==> src/rtl/truth_table_scanner.sv <==
// Stimulus-and-capture engine: walks a 4-input function block through all 16
// input combinations, captures its output into a truth table and grades it.
module truth_table_scanner #(
   parameter int unsigned SETTLE   = 1,
   parameter logic [15:0] EXPECTED = 16'hAC3C
) (
   input  logic        clk,
   input  logic        rst,
   input  logic        start,
   output logic        a,
   output logic        b,
   output logic        c,
   output logic        d,
   input  logic        s,
   output logic        busy,
   output logic        done,
   output logic [15:0] table_out,
   output logic        pass,
   output logic [4:0]  mismatch_count,
   output logic        fail_valid,
   output logic [3:0]  first_fail
);

   typedef enum logic [1:0] {
      ST_IDLE,
      ST_SETTLE,
      ST_SAMPLE,
      ST_DONE
   } state_t;

   localparam logic [3:0] SETTLE_LAST = 4'(SETTLE - 1);

   state_t     state_q;
   state_t     state_d;
   logic [3:0] idx_q;
   logic [3:0] cnt_q;
   logic       mismatch;
   logic       last_vec;
   logic       settle_end;

   assign mismatch   = (s != EXPECTED[idx_q]);
   assign last_vec   = (idx_q == 4'hF);
   assign settle_end = (cnt_q == SETTLE_LAST);

   always_comb begin
      state_d = state_q;
      case (state_q)
         ST_IDLE:   if (start)      state_d = ST_SETTLE;
         ST_SETTLE: if (settle_end) state_d = ST_SAMPLE;
         ST_SAMPLE: state_d = last_vec ? ST_DONE : ST_SETTLE;
         ST_DONE:   state_d = ST_IDLE;
         default:   state_d = ST_IDLE;
      endcase
   end

   // NOTE: all state below is written with non-blocking assignments so every
   // register sees pre-edge values, regardless of statement order.
   always_ff @(posedge clk) begin
      if (rst) begin
         state_q        <= ST_IDLE;
         idx_q          <= '0;
         cnt_q          <= '0;
         table_out      <= '0;
         mismatch_count <= '0;
         fail_valid     <= 1'b0;
         first_fail     <= '0;
         pass           <= 1'b0;
      end else begin
         state_q <= state_d;
         case (state_q)
            ST_IDLE: begin
               if (start) begin
                  idx_q          <= '0;
                  cnt_q          <= '0;
                  table_out      <= '0;
                  mismatch_count <= '0;
                  fail_valid     <= 1'b0;
                  first_fail     <= '0;
                  pass           <= 1'b0;
               end
            end
            ST_SETTLE: cnt_q <= cnt_q + 4'd1;
            ST_SAMPLE: begin
               table_out[idx_q] <= s;
               if (mismatch) begin
                  mismatch_count <= mismatch_count + 5'd1;
                  if (!fail_valid) begin
                     first_fail <= idx_q;
                     fail_valid <= 1'b1;
                  end
               end
               // Grade on the last vector so pass is already valid while done is high.
               if (last_vec) begin
                  pass <= (mismatch_count == 5'd0) && !mismatch;
               end else begin
                  idx_q <= idx_q + 4'd1;
                  cnt_q <= '0;
               end
            end
            ST_DONE: pass <= (mismatch_count == 5'd0);
            default: ;
         endcase
      end
   end

   // Stimulus is the index register itself, so it holds 4'hF after a scan.
   assign {a, b, c, d} = idx_q;
   assign busy = (state_q == ST_SETTLE) || (state_q == ST_SAMPLE);
   assign done = (state_q == ST_DONE);

endmodule

==> config.mk <==
export PLATFORM = sky130hd
export DESIGN_NAME = truth_table_scanner
export DESIGN_NICKNAME = d
export VERILOG_FILES = /design/src/rtl/truth_table_scanner.sv
export SDC_FILE = /design/constraint.sdc
export NUM_CORES = 1
export LEC_CHECK = 0
export ABC_AREA = 0
export CAP_MARGIN = 10
export CORE_UTILIZATION = 50
export DETAILED_ROUTE_END_ITERATION = 6
export DONT_BUFFER_PORTS = 1
export GPL_TIMING_DRIVEN = 0
export HOLD_SLACK_MARGIN = 0.1
export SLEW_MARGIN = 40
export SYNTH_ARGS = -nofsm -noshare
export SYNTH_HDL_FRONTEND = slang
export SYNTH_SLANG_ARGS = --single-unit
==> constraint.sdc <==
create_clock -name clk -period 2.9 [get_ports clk]
set_input_delay 0.435 -clock clk [delete_from_list [all_inputs] [get_ports clk]]
set_output_delay 0.435 -clock clk [all_outputs]
set_load 0.005 [all_outputs]
==> impl_metrics.csv, run 1 <==
group,metric,value,unit
finish,fillerInstances,370,
cts,h-tree-depth,2,
placed_design,post_dp_cell_area,0.00205,mm2
drt,detail_route.first_pass.iterations,4,
grt,grt_first_pass_wirelength,8180,um
die,core,0.00374,mm2
finish,syn_to_final_growth,9.94,%
drt,viasPerCell,5.86,
timing,max_clock_freq,402,MHz
drt,ant_nets,0,
critical_path,critical_path_class,"flip-flop to flip-flop",
drt,routed-via-count,1771,
die,die_w,65.1,um
critical_path,crit_required,3.10,ns
die,placementRows,22,
placed_design,place_congestion,0.808,
grt,gr-usage-all-layers,25.1,%
flow_run,max-cap-violations,0,
die,die-area,0.00423,mm2
logic_synthesis,synthesis.nets,265,
power_and_ir_drop,power.ir.vdd_worst,0.441,mV
timing,worst_clock_skew,0.0122,ns
critical_path,crit_slowest_cell,"sky130_fd_sc_hd__or4_1",
timing,timing_max_transition_violations_final,0,
critical_path,reg2reg_from,"state_q[0]",
grt,globalRoute.totalOverflow,0,
placed_design,post-dp-hpwl,3410,um
placed_design,numPortBuffers,0,
critical_path,path_delay_family,"multiplexers",
drt,drc,0,
logic_synthesis,portion_of_the_post_synthesis_area_used_by_sequential_elements,38.3,%
timing,max-slew-margin-rel,49.9,%
finish,post-route-cell-area,0.00219,mm2
cts,clk_root_buffer_cell,"sky130_fd_sc_hd__clkbuf_8",
power_and_ir_drop,power.density,774,mW/mm2
logic_synthesis,post_synth.cell_area_avg,8.08,um2
critical_path,path_buf_inv,1,
grt,grt_start_max_net_pins,14,
finish,num-nets-final,272,
critical_path,timing.critical_path.to_type,"flip-flop",
logic_synthesis,synth_area,0.00199,mm2
timing,tightest_slew,0.731,ns
drt,violation_count_after_the_first_detailed_routing_iteration,80,
cts,cts_setup_buffers,0,
cts,cts-buffers-inserted,5,
die,start_util,53.1,%
timing,period_share,85.7,%
cts,worstSkewPairLatency,0.30,ns
timing,setup-tns-final,0,ns
critical_path,worst-r2r-setup-slack,0.42,ns
worst_hold_path,hold-path-cell-count,2,
timing,finalHoldViolCount,0,
die,die_h,65.1,um
critical_path,crit_path_max_fanout,7,
die,ioPinCount,37,
finish,n_antenna_cell,0,
worst_hold_path,hp-start,"first_fail[2]",
logic_synthesis,register_bit_total_from_synthesis,38,
drt,drt-total-wl,4790,um
logic_synthesis,syn-instance-count,246,
critical_path,critical_path_depth,7,
cts,clk_pin_slew,0.08,ns
timing,setup_viol_count_final,0,
critical_path,reg2reg_depth,7,
cts,max-clock-path-buffers,2,
drt,avgRoutedWirePerCell,15.9,um
cts,hold_buffers_post_cts,0,
logic_synthesis,synthDistinctLibCells,38,
critical_path,worst_path_largest_cell_delay,0.53,ns
worst_hold_path,min-delay-path-class,"flip-flop to flip-flop",
timing,rsz_0062_raised_after_global_routing,"false",
cts,cts.sinks,38,
logic_synthesis,synth-warning-count,0,
power_and_ir_drop,power_leakage,0.781,nW
critical_path,path_cells,"inv_1, ha_1, mux2i_1, or4_1, o22ai_2, mux2_1, mux2_2",
finish,drive_above_1_share,4.72,%
run_status,status,"complete, no violations",
critical_path,timing.critical_path.from_type,"flip-flop",
cts,cts.repair.resized,0,
worst_hold_path,hold_end,"first_fail[2]",
cts,tritoncts,"yes",
grt,grt_antenna_before_repair,0,
timing,post-route-min-period,2.48,ns
grt,grt_pass1_vias,1711,
critical_path,critical_path_arrival,2.68,ns
-- power breakdown --
group,switching [mW],internal (mW),total [mW]
Clock,0.197,0.345,0.542
Sequential,0.0458,0.555,0.601
Combinational,0.359,0.189,0.549
-- flip-flops by register name (all words and copies together) (netlist names), named ones only --
register        flops
cnt_q               4
fail_valid          1
state_q             2
first_fail          4
mismatch_count      5
pass                1
idx_q               4
table_out          16
-- routing by layer --
| layer | up-vias | wire, um | GRT usage [%] |
|---|---|---|---|
| li1 | 878 | - | - |
| met1 | 839 | 2210 | 33.0 |
| met2 | 49 | 2210 | 39.3 |
| met3 | 5 | 315 | 7.22 |
| met4 | 0 | 55 | 7.88 |
| met5 | - | 0 | 0 |
-- per-stage QoR --
step | power [mW] | hold slack [ns] | std cells | setup WS (ns) | utilization [%]
final | 1.69 | 0.473 | 302 | 0.415 | 58.4
after global routing | 1.80 | 0.502 | 302 | 0.295 | 58.4
after CTS | 1.69 | 0.475 | 302 | 0.441 | 58.4
after detailed placement | 1.16 | 0.463 | 294 | 0.436 | 54.7
after global placement | 1.14 | 0.461 | 294 | 0.470 | 54.7
after floorplan | 1.02 | 0.448 | 246 | 0.614 | -
-- how the worst max path moves through the flow --
stage               slack [ns]  startpoint   endpoint
floorplan                 0.61  state_q[0]  flip-flop
global placement          0.47  state_q[0]  flip-flop
finish                    0.42  state_q[0]  flip-flop
CTS                       0.44  state_q[0]  flip-flop
global route              0.30  state_q[0]  flip-flop
detailed placement        0.44  state_q[0]  flip-flop
-- cell usage after synthesis, drive strengths merged --
| master | number | area [um2] |
|---|---|---|
| o21a | 1 | 7.51 |
| o22ai | 1 | 12.5 |
| nor3 | 2 | 10.0 |
| buf | 1 | 5.00 |
| nand3 | 25 | 125 |
| ha | 15 | 188 |
| nor2 | 16 | 60.1 |
| o21ai | 20 | 100 |
| a211o | 1 | 8.76 |
| a32oi | 1 | 8.76 |
| or3 | 2 | 12.5 |
| and4 | 1 | 8.76 |
| mux2 | 2 | 22.5 |
| dfxtp | 38 | 761 |
| or4b | 2 | 20.0 |
| and3 | 1 | 6.26 |
| a21o | 3 | 22.5 |
| nand2b | 2 | 12.5 |
| a211oi | 4 | 30.0 |
| a31oi | 2 | 12.5 |
| a221oi | 1 | 8.76 |
| inv | 10 | 37.5 |
| xor2 | 1 | 8.76 |
| a21oi | 35 | 175 |
| nor2b | 4 | 25.0 |
| clkbuf | 16 | 60.1 |
| and2 | 3 | 18.8 |
| nor3b | 1 | 7.51 |
| a21boi | 12 | 90.1 |
| nand2 | 16 | 60.1 |
| a221o | 1 | 10.0 |
| nand3b | 1 | 7.51 |
| mux2i | 2 | 20.0 |
| xnor2 | 2 | 17.5 |
| or4 | 1 | 7.51 |
-- layout make-up --
cell class | instances | area (um2) | area share, %
Buffer | 17 | 65.1 | 2.98
Clock buffer | 5 | 68.8 | 3.15
Tap cell | 48 | 60.1 | 2.75
Clock inverter | 3 | 68.8 | 3.15
Sequential cell | 38 | 761 | 34.8
Multi-Input combinational cell | 181 | 1120 | 51.5
Inverter | 10 | 37.5 | 1.72
-- logic make-up (layout without fill, tap and decap cells) --
kind of cell	after synthesis	count (layout)	share of synthesized area (%)
AND/OR/NAND/NOR	77	77	19.2
XOR/XNOR	3	3	1.32
flip-flops	38	38	38.3
buffers and inverters	27	35	5.16
multiplexers	4	4	2.14
adder cells (fa/ha/maj)	15	15	9.44
AO/OA/AOI/OAI	82	82	24.5
-- layout by cell type (no fill, tap or decap), types with 2 or more instances in the layout --
cell	n
sky130_fd_sc_hd__o21ai_0	20
sky130_fd_sc_hd__clkbuf_1	16
sky130_fd_sc_hd__a21oi_1	35
sky130_fd_sc_hd__clkbuf_8	5
sky130_fd_sc_hd__nor2b_1	4
sky130_fd_sc_hd__nand3_1	25
sky130_fd_sc_hd__ha_1	15
sky130_fd_sc_hd__mux2i_1	2
sky130_fd_sc_hd__xnor2_1	2
sky130_fd_sc_hd__a211oi_1	4
sky130_fd_sc_hd__bufinv_16	2
sky130_fd_sc_hd__a21boi_0	12
sky130_fd_sc_hd__and2_1	2
sky130_fd_sc_hd__dfxtp_1	38
sky130_fd_sc_hd__nand2_1	16
sky130_fd_sc_hd__or3_1	2
sky130_fd_sc_hd__nor3_1	2
sky130_fd_sc_hd__a21o_1	3
sky130_fd_sc_hd__nor2_1	16
sky130_fd_sc_hd__nand2b_1	2
sky130_fd_sc_hd__a31oi_1	2
sky130_fd_sc_hd__inv_1	10
-- worst min-delay path, stage by stage (launching register included) --
cell and delay (ns):
sky130_fd_sc_hd__dfxtp_1 0.33, sky130_fd_sc_hd__nand2_1 0.05, sky130_fd_sc_hd__a21oi_1 0.05
Power figures use the tool's default switching activity.
==> run 2, diff against run 1 <==
- ABC_CLOCK_PERIOD_IN_PS: default -> 2900
- CELL_PAD_IN_SITES_DETAIL_PLACEMENT: default -> 0
- CELL_PAD_IN_SITES_GLOBAL_PLACEMENT: default -> 1
- CORE_UTILIZATION: 50 -> 46
- PLACE_DENSITY_LB_ADDON: default -> 0.1
- SETUP_SLACK_MARGIN: default -> 0.02
==> run 2 against run 1 <==
Against the previous run: count of clock-buffer cells in the layout is 2 higher; sequential cell count stayed put; clock skew down 0.0088 ns.
==> impl_metrics.csv, run 2 (same netlist as run 1, synthesis figures left out) <==
group,metric,value,unit
timing,timing_max_transition_violations_final,0,
cts,cts.sinks,38,
drt,routed-via-count,1706,
critical_path,critical_path_arrival,2.69,ns
timing,setup_viol_count_final,0,
grt,gr-usage-all-layers,22.5,%
cts,worstSkewPairLatency,0.29,ns
placed_design,numPortBuffers,0,
grt,grt_pass1_vias,1528,
timing,max-slew-margin-rel,52.7,%
timing,rsz_0062_raised_after_global_routing,"false",
placed_design,post-dp-hpwl,3320,um
worst_hold_path,hold-path-cell-count,2,
timing,tightest_slew,0.690,ns
drt,avgRoutedWirePerCell,15.5,um
power_and_ir_drop,power,1.53,mW
drt,viasPerCell,5.61,
grt,globalRoute.totalOverflow,0,
critical_path,timing.critical_path.to_type,"flip-flop",
cts,cts.repair.resized,0,
grt,grt_start_max_net_pins,12,
die,die-area,0.00459,mm2
cts,cts-buffers-inserted,5,
die,start_util,48.7,%
finish,layout_common_cells,"sky130_fd_sc_hd__dfxtp_1, sky130_fd_sc_hd__a21oi_1, sky130_fd_sc_hd__nand3_1",
finish,n_antenna_cell,0,
timing,setup-tns-final,0,ns
cts,tritoncts,"yes",
cts,cts_setup_buffers,0,
grt,grt_first_pass_wirelength,7490,um
cts,max-clock-path-buffers,2,
critical_path,crit_required,3.08,ns
finish,layout_commonest_cell,"sky130_fd_sc_hd__dfxtp_1",
die,ioPinCount,37,
cts,clk_pin_slew,0.07,ns
critical_path,reg2reg_depth,7,
critical_path,critical_path_class,"flip-flop to flip-flop",
timing,fin_worst_hold_slack,0.468,ns
die,placementRows,23,
critical_path,crit_path_max_fanout,7,
grt,grt_antenna_before_repair,0,
timing,worst_clock_skew,0.00337,ns
die,die_w,67.7,um
finish,num-nets-final,272,
drt,ant_nets,0,
timing,fin_ws,0.396,ns
placed_design,place_congestion,0.748,
placed_design,detailedPlace.worstSlack,0.428,ns
run_status,status,"complete, no violations",
finish,final_util,52.4,%
worst_hold_path,min-delay-path-class,"flip-flop to flip-flop",
finish,top_register,"table_out",
finish,syn_to_final_growth,7.74,%
finish,fin_cells,304,
drt,detail_route.first_pass.iterations,4,
critical_path,timing.critical_path.from_type,"flip-flop",
die,core,0.00409,mm2
cts,clk_root_buffer_cell,"sky130_fd_sc_hd__clkbuf_8",
cts,hold_buffers_post_cts,0,
finish,largest_register_ffs,16,
finish,reg.largest.list,"table_out (16), mismatch_count (5)",
flow_run,max-cap-violations,0,
power_and_ir_drop,power.density,713,mW/mm2
drt,drc,0,
finish,drive_above_1_share,4.33,%
cts,h-tree-depth,2,
timing,finalHoldViolCount,0,
placed_design,post_dp_cell_area,0.00205,mm2
power_and_ir_drop,power.ir.vdd_worst,0.292,mV
drt,violation_count_after_the_first_detailed_routing_iteration,73,
finish,post-route-cell-area,0.00214,mm2
drt,drt-total-wl,4700,um
power_and_ir_drop,power_leakage,0.761,nW
timing,post-route-min-period,2.50,ns
timing,period_share,86.3,%
placed_design,place.detailed.instances,296,
timing,max_clock_freq,399,MHz
die,die_h,67.7,um
==> run 2: routing by layer <==
metal	up-vias	part of all wire, %	track usage [%]
li1	873	-	-
met3	7	6.2	8.11
met4	0	1.7	9.04
met2	39	42	31.1
met1	787	50	31.0
met5	-	0	0
==> run 2: cell type report <==
type	instances	area (um2)
Fill cell	422	1940
Multi-Input combinational cell	181	1120
Clock buffer	7	86.3
Buffer	17	65.1
Clock inverter	1	5.00
Sequential cell	38	761
Inverter	10	37.5
Tap cell	50	62.6
==> run 2: worst max-delay path, cell delays in order (launching register included) <==
cell and delay [ns]:
sky130_fd_sc_hd__dfxtp_1 0.45, sky130_fd_sc_hd__inv_1 0.14, sky130_fd_sc_hd__ha_1 0.28, sky130_fd_sc_hd__mux2i_1 0.23, sky130_fd_sc_hd__or4_1 0.53, sky130_fd_sc_hd__o22ai_2 0.17
sky130_fd_sc_hd__mux2_1 0.33, sky130_fd_sc_hd__mux2_2 0.27
==> run 2: report_power, final <==
part	total, mW	switching, mW	leakage (nW)	internal [mW]
clock network	0.383	0.191	0.0482	0.192
registers	0.604	0.0485	0.307	0.555
logic	0.541	0.353	0.406	0.187
total	1.53	0.592	0.761	0.935
==> run 2: path summary, 6_finish.rpt <==
| path | slack, ns | startpoint | to |
|---|---|---|---|
| hold reg to reg | 0.47 | first_fail[2] | first_fail[2] |
| setup reg to reg | 0.40 | state_q[0] | flip-flop |
| hold / removal | 0.47 | first_fail[2] | first_fail[2] |
| setup / recovery | 0.40 | state_q[0] | flip-flop |
==> run 3, diff against run 2 <==
- CORE_UTILIZATION: 46 -> 48
- CTS_BUF_LIST: default -> sky130_fd_sc_hd__clkbuf_4 sky130_fd_sc_hd__clkbuf_8
==> run 3 against run 2 <==
Against the previous run: sequential cell count unchanged; clock skew increased by 0.0020 ns; non-clock buffer count unchanged; clock power increased by 20%; combinational power about the same; critical path depth unchanged; via count decreased by 1.6%; first-iteration DRC count decreased by 34%; die area decreased by 4.0%; largest power group unchanged; highest routed layer unchanged.
==> impl_metrics.csv, run 3 (same netlist as run 1, synthesis figures left out) <==
group,metric,value,unit
run_status,status,"complete, no violations",
flow_run,max-cap-violations,0,
cts,clk_root_buffer_cell,"sky130_fd_sc_hd__clkbuf_8",
die,ioPinCount,37,
timing,rsz_0062_raised_after_global_routing,"false",
drt,viasPerCell,5.52,
timing,setup_viol_count_final,0,
grt,grt_pass1_vias,1536,
finish,num-nets-final,272,
power_and_ir_drop,power_leakage,0.772,nW
finish,layout_commonest_cell,"sky130_fd_sc_hd__dfxtp_1",
timing,worst_clock_skew,0.00541,ns
placed_design,place_congestion,0.792,
grt,grt_first_pass_wirelength,7200,um
timing,tightest_slew,0.684,ns
cts,cts.sinks,38,
timing,max-slew-margin-rel,53.1,%
finish,largest_register_ffs,16,
placed_design,post_dp_cell_area,0.00205,mm2
finish,top_register,"table_out",
timing,post-route-min-period,2.52,ns
cts,hold_buffers_post_cts,0,
drt,drc,0,
cts,tritoncts,"yes",
grt,gr-usage-all-layers,21.8,%
finish,reg.largest.list,"table_out (16), mismatch_count (5)",
grt,globalRoute.totalOverflow,0,
worst_hold_path,min-delay-path-class,"flip-flop to flip-flop",
critical_path,timing.critical_path.to_type,"flip-flop",
timing,max_clock_freq,397,MHz
cts,cts-buffers-inserted,5,
die,start_util,49.7,%
timing,timing_max_transition_violations_final,0,
cts,cts_setup_buffers,0,
grt,grt_antenna_before_repair,0,
grt,grt_start_max_net_pins,12,
finish,n_antenna_cell,0,
critical_path,critical_path_class,"flip-flop to flip-flop",
die,placementRows,23,
placed_design,detailedPlace.worstSlack,0.399,ns
placed_design,post-dp-hpwl,3250,um
placed_design,numPortBuffers,0,
critical_path,critical_path_arrival,2.69,ns
power_and_ir_drop,power.density,742,mW/mm2
critical_path,timing.critical_path.from_type,"flip-flop",
timing,setup-tns-final,0,ns
drt,drt-total-wl,4540,um
cts,worstSkewPairLatency,0.29,ns
drt,routed-via-count,1678,
die,die_h,66.4,um
die,die-area,0.00440,mm2
cts,h-tree-depth,2,
power_and_ir_drop,power.ir.vdd_worst,0.313,mV
drt,detail_route.first_pass.iterations,4,
die,die_w,66.4,um
die,core,0.00400,mm2
finish,post-route-cell-area,0.00216,mm2
timing,period_share,86.8,%
critical_path,crit_required,3.08,ns
finish,syn_to_final_growth,8.87,%
drt,ant_nets,0,
timing,fin_worst_hold_slack,0.468,ns
finish,drive_above_1_share,4.72,%
timing,finalHoldViolCount,0,
critical_path,crit_path_max_fanout,7,
timing,fin_ws,0.382,ns
cts,max-clock-path-buffers,2,
cts,clk_pin_slew,0.07,ns
drt,avgRoutedWirePerCell,14.9,um
cts,cts.repair.resized,0,
drt,violation_count_after_the_first_detailed_routing_iteration,48,
finish,layout_common_cells,"sky130_fd_sc_hd__dfxtp_1, sky130_fd_sc_hd__a21oi_1, sky130_fd_sc_hd__nand3_1",
==> run 3: path summary, 6_finish.rpt <==
path | start | endpoint | slack [ns] | cells past startpoint
worst max register to register | state_q[0] | flip-flop | 0.38 | 7
worst max-delay path | state_q[0] | flip-flop | 0.38 | 7
worst min register to register | first_fail[0] | first_fail[0] | 0.47 | 2
worst min-delay path | first_fail[0] | first_fail[0] | 0.47 | 2
==> run 3: routing by layer <==
layer  GRT usage (%)  up-vias  part of all wire [%]
met5               0        -                     0
met1            29.4      765                    50
met4            6.38        0                   1.0
li1                -      874                     -
met2            32.8       32                    43
met3            7.07        7                   5.6
==> run 3: final cells by class <==
class / instances / area, um2
inverter: 10 / 37.5
clock inverter: 1 / 30.0
clock buffer: 7 / 83.8
fill: 417 / 1840
multi-input combinational: 181 / 1120
buffer: 17 / 65.1
sequential: 38 / 761
tap: 50 / 62.6
==> run 3: worst max-delay path: stages (launching register included) <==
cell                      delay, ns
sky130_fd_sc_hd__dfxtp_1       0.44
sky130_fd_sc_hd__inv_1         0.13
sky130_fd_sc_hd__ha_1          0.28
sky130_fd_sc_hd__mux2i_1       0.25
sky130_fd_sc_hd__or4_1         0.53
sky130_fd_sc_hd__o22ai_2       0.17
sky130_fd_sc_hd__mux2_1        0.32
sky130_fd_sc_hd__mux2_2        0.27
==> run 3: report_power, final <==
part | switching [mW] | leakage, nW | internal (mW) | total, mW
clock network | 0.184 | 0.0593 | 0.276 | 0.460
logic | 0.355 | 0.406 | 0.189 | 0.544
registers | 0.0466 | 0.307 | 0.556 | 0.602
total | 0.585 | 0.772 | 1.02 | 1.61
==> run 3: per-stage QoR <==
stage / std cells / utilization, % / total power, mW
6_report: 304 / 54.1 / 1.61
5_1_grt: 304 / 54.1 / 1.72
4_1_cts: 304 / 54.1 / 1.62
3_5_place_dp: 296 / 51.3 / 1.16
3_3_place_gp: 296 / 51.3 / 1.16
2_1_floorplan: 246 / - / 1.02
